### src/rtl/fifo_ctl_4x8_if.sv
// Push/pop handshake and register-file port bundle for the 4-entry FIFO controller.
// The controller takes the slave side; producer, consumer and register file sit on the master side.
interface fifo_ctl_4x8_if #(parameter int W = 8);
    logic           push;
    logic [W-1:0]   din;
    logic           pop;
    logic [W-1:0]   dout;
    logic           dout_vld;
    logic           full;
    logic           empty;
    logic [2:0]     count;
    logic           ovf;
    logic           udf;
    logic           rf_wr_e;
    logic [1:0]     rf_wr_addr;
    logic [W-1:0]   rf_wr_data;
    logic [1:0]     rf_rd_addr;
    logic [W-1:0]   rf_rd_data;

    modport master (
        output push, din, pop, rf_rd_data,
        input  dout, dout_vld, full, empty, count, ovf, udf,
               rf_wr_e, rf_wr_addr, rf_wr_data, rf_rd_addr
    );

    modport slave (
        input  push, din, pop, rf_rd_data,
        output dout, dout_vld, full, empty, count, ovf, udf,
               rf_wr_e, rf_wr_addr, rf_wr_data, rf_rd_addr
    );
endinterface

### src/rtl/fifo_ctl_4x8.sv
// 4-entry FIFO controller using an external 4x8 register file as storage.
// Owns pointers, occupancy, flags and the registered output word.
module fifo_ctl_4x8 (
    input logic            clk,
    input logic            rst,
    fifo_ctl_4x8_if.slave  bus
);
    logic [1:0] wr_ptr_q, wr_ptr_d;
    logic [1:0] rd_ptr_q, rd_ptr_d;
    logic [2:0] count_q, count_d;
    logic [7:0] dout_q, dout_d;
    logic       dout_vld_q, dout_vld_d;
    logic       ovf_q, ovf_d;
    logic       udf_q, udf_d;
    logic       full, empty, push_acc, pop_acc;

    assign full  = (count_q == 3'd4);
    assign empty = (count_q == 3'd0);

    // A push into a full FIFO is legal only when a pop frees the head slot in the same cycle.
    assign pop_acc  = bus.pop & ~empty;
    assign push_acc = bus.push & (~full | pop_acc);

    always_comb begin
        wr_ptr_d   = wr_ptr_q;
        rd_ptr_d   = rd_ptr_q;
        count_d    = count_q;
        dout_d     = dout_q;
        dout_vld_d = 1'b0;
        ovf_d      = ovf_q;
        udf_d      = udf_q;

        if (push_acc) begin
            wr_ptr_d = wr_ptr_q + 2'd1;
        end
        if (pop_acc) begin
            rd_ptr_d   = rd_ptr_q + 2'd1;
            dout_d     = bus.rf_rd_data;
            dout_vld_d = 1'b1;
        end

        case ({push_acc, pop_acc})
            2'b10:   count_d = count_q + 3'd1;
            2'b01:   count_d = count_q - 3'd1;
            default: count_d = count_q;
        endcase

        if (bus.push & ~push_acc) begin
            ovf_d = 1'b1;
        end
        if (bus.pop & ~pop_acc) begin
            udf_d = 1'b1;
        end
    end

    always_ff @(posedge clk) begin
        if (rst) begin
            wr_ptr_q   <= 2'd0;
            rd_ptr_q   <= 2'd0;
            count_q    <= 3'd0;
            dout_q     <= 8'd0;
            dout_vld_q <= 1'b0;
            ovf_q      <= 1'b0;
            udf_q      <= 1'b0;
        end else begin
            wr_ptr_q   <= wr_ptr_d;
            rd_ptr_q   <= rd_ptr_d;
            count_q    <= count_d;
            dout_q     <= dout_d;
            dout_vld_q <= dout_vld_d;
            ovf_q      <= ovf_d;
            udf_q      <= udf_d;
        end
    end

    // Reset must suppress the write strobe so a reset cycle never disturbs storage.
    assign bus.rf_wr_e    = push_acc & ~rst;
    assign bus.rf_wr_addr = wr_ptr_q;
    assign bus.rf_wr_data = bus.din;
    assign bus.rf_rd_addr = rd_ptr_q;

    assign bus.dout     = dout_q;
    assign bus.dout_vld = dout_vld_q;
    assign bus.full     = full;
    assign bus.empty    = empty;
    assign bus.count    = count_q;
    assign bus.ovf      = ovf_q;
    assign bus.udf      = udf_q;
endmodule
### src/flat_wrapper.sv
// flat-port wrapper written by rule: the top's interface ports become plain ports
module fifo_ctl_4x8_flat 
  (clk, rst, bus_push, bus_din, bus_pop, bus_rf_rd_data, bus_dout, bus_dout_vld, bus_full, bus_empty, bus_count, bus_ovf, bus_udf, bus_rf_wr_e, bus_rf_wr_addr, bus_rf_wr_data, bus_rf_rd_addr);
  fifo_ctl_4x8_if bus_i ();
  input logic clk;
  input logic rst;
  input wire logic [$bits(bus_i.push)-1:0] bus_push;
  input wire logic [$bits(bus_i.din)-1:0] bus_din;
  input wire logic [$bits(bus_i.pop)-1:0] bus_pop;
  input wire logic [$bits(bus_i.rf_rd_data)-1:0] bus_rf_rd_data;
  output wire logic [$bits(bus_i.dout)-1:0] bus_dout;
  output wire logic [$bits(bus_i.dout_vld)-1:0] bus_dout_vld;
  output wire logic [$bits(bus_i.full)-1:0] bus_full;
  output wire logic [$bits(bus_i.empty)-1:0] bus_empty;
  output wire logic [$bits(bus_i.count)-1:0] bus_count;
  output wire logic [$bits(bus_i.ovf)-1:0] bus_ovf;
  output wire logic [$bits(bus_i.udf)-1:0] bus_udf;
  output wire logic [$bits(bus_i.rf_wr_e)-1:0] bus_rf_wr_e;
  output wire logic [$bits(bus_i.rf_wr_addr)-1:0] bus_rf_wr_addr;
  output wire logic [$bits(bus_i.rf_wr_data)-1:0] bus_rf_wr_data;
  output wire logic [$bits(bus_i.rf_rd_addr)-1:0] bus_rf_rd_addr;
  assign bus_i.push = bus_push;
  assign bus_i.din = bus_din;
  assign bus_i.pop = bus_pop;
  assign bus_i.rf_rd_data = bus_rf_rd_data;
  assign bus_dout = bus_i.dout;
  assign bus_dout_vld = bus_i.dout_vld;
  assign bus_full = bus_i.full;
  assign bus_empty = bus_i.empty;
  assign bus_count = bus_i.count;
  assign bus_ovf = bus_i.ovf;
  assign bus_udf = bus_i.udf;
  assign bus_rf_wr_e = bus_i.rf_wr_e;
  assign bus_rf_wr_addr = bus_i.rf_wr_addr;
  assign bus_rf_wr_data = bus_i.rf_wr_data;
  assign bus_rf_rd_addr = bus_i.rf_rd_addr;
  fifo_ctl_4x8 u_core (.clk(clk), .rst(rst), .bus(bus_i));
endmodule
### config.mk
export PLATFORM = sky130hd
export DESIGN_NAME = fifo_ctl_4x8_flat
export DESIGN_NICKNAME = d
export VERILOG_FILES = /design/src/rtl/fifo_ctl_4x8_if.sv /design/src/rtl/fifo_ctl_4x8.sv /design/src/flat_wrapper.sv
export SDC_FILE = /design/constraint.sdc
export NUM_CORES = 1
export LEC_CHECK = 0
export ABC_AREA = 1
export CAP_MARGIN = 20
export CORE_MARGIN = 2
export CORE_UTILIZATION = 39
export DETAILED_ROUTE_END_ITERATION = 8
export PLACE_DENSITY_LB_ADDON = 0.05
export SETUP_SLACK_MARGIN = 0.4
export SYNTH_ARGS = -nofsm -noshare
export SYNTH_HDL_FRONTEND = slang
export SYNTH_SLANG_ARGS = --single-unit
### constraint.sdc
create_clock -name clk -period 2.3 [get_ports clk]
set_input_delay 0.46 -clock clk [delete_from_list [all_inputs] [get_ports clk]]
set_output_delay 0.46 -clock clk [all_outputs]
set_load 0.05 [all_outputs]
==> key figures <==
Status
  • Status: complete, no violations

Logic synthesis
  • Ys Warns: 0
  • Post-synthesis register bit count: 18
  • Yosys cell types: 18
  • Ys async rst share: 0%
  • Synth Area per Inst: 7.96 um2
  • EDFF count, synth: 0
  • Seq/Total Area, Yosys: 43.5%
  • Cell count after synthesis: 104
  • Post-synthesis cell area: 828 um2
  • Mapped Nets: 125
  • Main synth FF type: dfxtp_1

Floorplan
  • Die W: 50.1 um
  • Num rows: 16
  • Core area: 1980 um2
  • Die area: 2510 um2
  • Starting Density: 41.8%
  • # IOs: 49
  • Die height: 50.1 um

STA
  • F_max: 545 MHz
  • Final hold violation count: 0
  • Slew Viols, Final: 0
  • Measured slew at the worst slew-check pin: 0.503 ns
  • Final setup fails: 0
  • Clock Skews: 0.00427 ns
  • Tcrit/Tclk final: 79.8%
  • Total negative setup slack: 0 ns
  • Unrepaired setup endpoints after global routing: yes
  • Final WS setup: 0.464 ns
  • Tmin final: 1.84 ns
  • Relative slew margins: 66.4%

Clock tree
  • CTS Hold Buffers Added: 0
  • Number of CTS-inserted buffers: 3
  • Clock sinks: 18
  • Clock root buffer: clkbuf_4
  • Clock buffer depth: 2
  • H-tree Lvls: 1
  • Clock transition at path regs: 0.11 ns
  • Worst-Skew Late Latency: 0.29 ns
  • TritonCTS clock tree: yes

Setup path
  • Worst R2R Start: u_core.bus.count[2]
  • Worst-case reg-to-reg path depth: 8
  • Max stage delay on crit path: 0.38 ns
  • Worst EP arrival: 1.38 ns
  • Max Fanout on Critical Path: 4
  • Crit. Startpoint: u_core.bus.count[0]
  • Critical Path Start Type: register
  • WP buf/inv: 2
  • FF-to-FF End: u_core.bus.count[2]
  • Critical setup path kind: register to output port
  • Critical path cell sequence: nor2_4, nand2_2, inv_1, nand2_1, nand2_2, nor2_4, buf_12
  • Slowest CP cell: dfxtp_4
  • Crit end category: output port
  • Critical path required time: 1.84 ns
  • Reg2Reg Setup Slack: 0.63 ns
  • Critical path's top delay family: simple AND/OR/NAND/NOR gates

Global routing
  • Overflow after GRT: 0
  • Number of global-route vias before repair: 670
  • Largest net degree at the start of global routing: 16
  • Total GRT Usage: 15.4%
  • First-pass GRT wire length: 2940 um
  • Initial antenna violation count: 0

Detailed routing
  • Post-route ant nets: 0
  • Total wire length: 1760 um
  • Violation count after the first detailed-route iteration: 10
  • Drt drc: 0
  • Initial DRT Pass Iterations: 4
  • Vias per cell: 4.60
  • Average wire per standard cell: 11.1 um
  • DR vias: 731

Place
  • Placer Congestion: 0.821
  • Place WS: 0.145 ns
  • # port buffers: 32
  • DP HPWL: 1280 um

Run
  • # Max-Cap Violations: 0

Power and ir drop
  • Reg power frac: 33.7%
  • Comb power frac: 50.9%
  • Cell Pwr Density: 1060 nW/um2
  • Internal power: 0.667 mW
  • Leak: 0.614 nW
  • Clk pwr share: 15.4%
  • Worst vdd ir: 542 uV
  • Sw Ratio: 46.8%
  • Psw: 0.587 mW

Finish
  • ANT cells: 0
  • Fin nets: 154
  • Final core occ: 59.6%
  • Share of cells above drive strength 1: 15.2%
  • Layout area overhead: 42.6%

Hold path
  • Worst Hold Launch: u_core.bus.ovf
  • Hold EP: u_core.bus.ovf
  • Min-Delay Path Class: register to register
  • Worst Hold Depth: 1
-- flip-flops by register name (all words and copies together), names as in the netlist --
register               cells
u_core.bus.dout            8
u_core.bus.count           3
u_core.bus.rf_rd_addr      2
u_core.bus.rf_wr_addr      2
u_core.bus.dout_vld        1
u_core.bus.ovf             1
u_core.bus.udf             1
-- worst reg2reg max path, stage by stage, from the launching register on --
cell and delay, ns:
dfxtp_2 0.37, inv_1 0.07, nand2_2 0.13, nand3_1 0.17, fa_1 0.43, inv_1 0.11, nand4_4 0.10, a21oi_1 0.14
nor2_1 0.05
-- cell families after synthesis --
group,Yosys count,synth area share (%)
AO/OA/AOI/OAI,21,13.6
AND/OR/NAND/NOR,40,23.1
adder cells (fa/ha/maj),1,2.42
buffers and inverters,23,16.3
flip-flops,18,43.5
XOR/XNOR,1,1.06
-- power by group through the flow --
stage | registers, mW | logic, mW | clock network (mW)
after global placement | 0.426 | 0.673 | 0
after global routing | 0.433 | 0.678 | 0.216
after floorplan | 0.647 | 0.296 | 0
after CTS | 0.421 | 0.639 | 0.203
final | 0.423 | 0.639 | 0.193
after detailed placement | 0.430 | 0.676 | 0
-- area by class of cell --
| cell class | instances | area, um2 |
|---|---|---|
| multi-input cells | 63 | 348 |
| well taps | 27 | 33.8 |
| flip-flops and latches | 18 | 369 |
| fillers | 185 | 801 |
| clock buffers | 4 | 36.3 |
| inverters | 12 | 45.0 |
| repair buffers | 35 | 349 |
-- cell usage after synthesis (2+ instances only) --
cell type   n  area share, %
a21oi_1     6            3.6
o21ai_0    12            7.3
buf_6       2            2.7
nor2_1     22             10
dfxtp_1    18             44
inv_1      12            5.4
nand2_2     2            1.5
o21a_1      2            1.8
buf_4       9            8.2
nand3_1     5            3.0
nand2_1     7            3.2
-- per-layer routing --
layer  vias to the layer above  global-route usage, %  wire, um
li1                        377                      -         -
met1                       325                   18.8       813
met2                        23                   24.6       812
met3                         6                   4.55       116
met4                         0                   6.94        14
met5                         -                      0         0
-- per-stage QoR --
step / hold slack (ns) / std cells / total power, mW / cell area (um2)
after floorplan: 0.519 / 104 / 0.943 / 845
after global placement: 0.448 / 154 / 1.10 / 1130
after detailed placement: 0.456 / 154 / 1.11 / 1130
after CTS: 0.477 / 158 / 1.26 / 1150
after global routing: 0.508 / 159 / 1.33 / 1180
final: 0.470 / 159 / 1.25 / 1180
-- how the worst max path moves through the flow --
stage | to | cells past startpoint | slack, ns
after detailed placement | u_core.bus.count[2] | 7 | 0.15
after floorplan | bus_rf_wr_e | 6 | 0.43
after global placement | u_core.bus.count[2] | 7 | 0.19
final | bus_rf_wr_e | 7 | 0.46
after global routing | bus_rf_wr_e | 7 | 0.37
after CTS | bus_dout[2] | 1 | 0.40
-- cell usage in the layout (no fill, tap or decap), types with 4 or more instances in the layout --
master           netlist  layout
nand2_1                7       6
dlygate4sd2_1          0      16
a21oi_1                6       6
inv_1                 12      12
o21ai_0               12      12
nand3_1                5       5
nor2_1                22      21
dlymetal6s2s_1         0       4
dfxtp_1               18      15
clkdlybuf4s50_1        0       9
-- what timing repair did --
| item | 4_1_cts | 5_1_grt |
|---|---|---|
| setup buffers | 0 | 1 |
| pin swaps | 1 | 2 |
| setup endpoints to repair | 18 | 7 |
| resized for setup | 23 | 6 |
| endpoints found under the hold margin | 0 | 0 |
No activity file was read; power rests on OpenSTA's default activity.
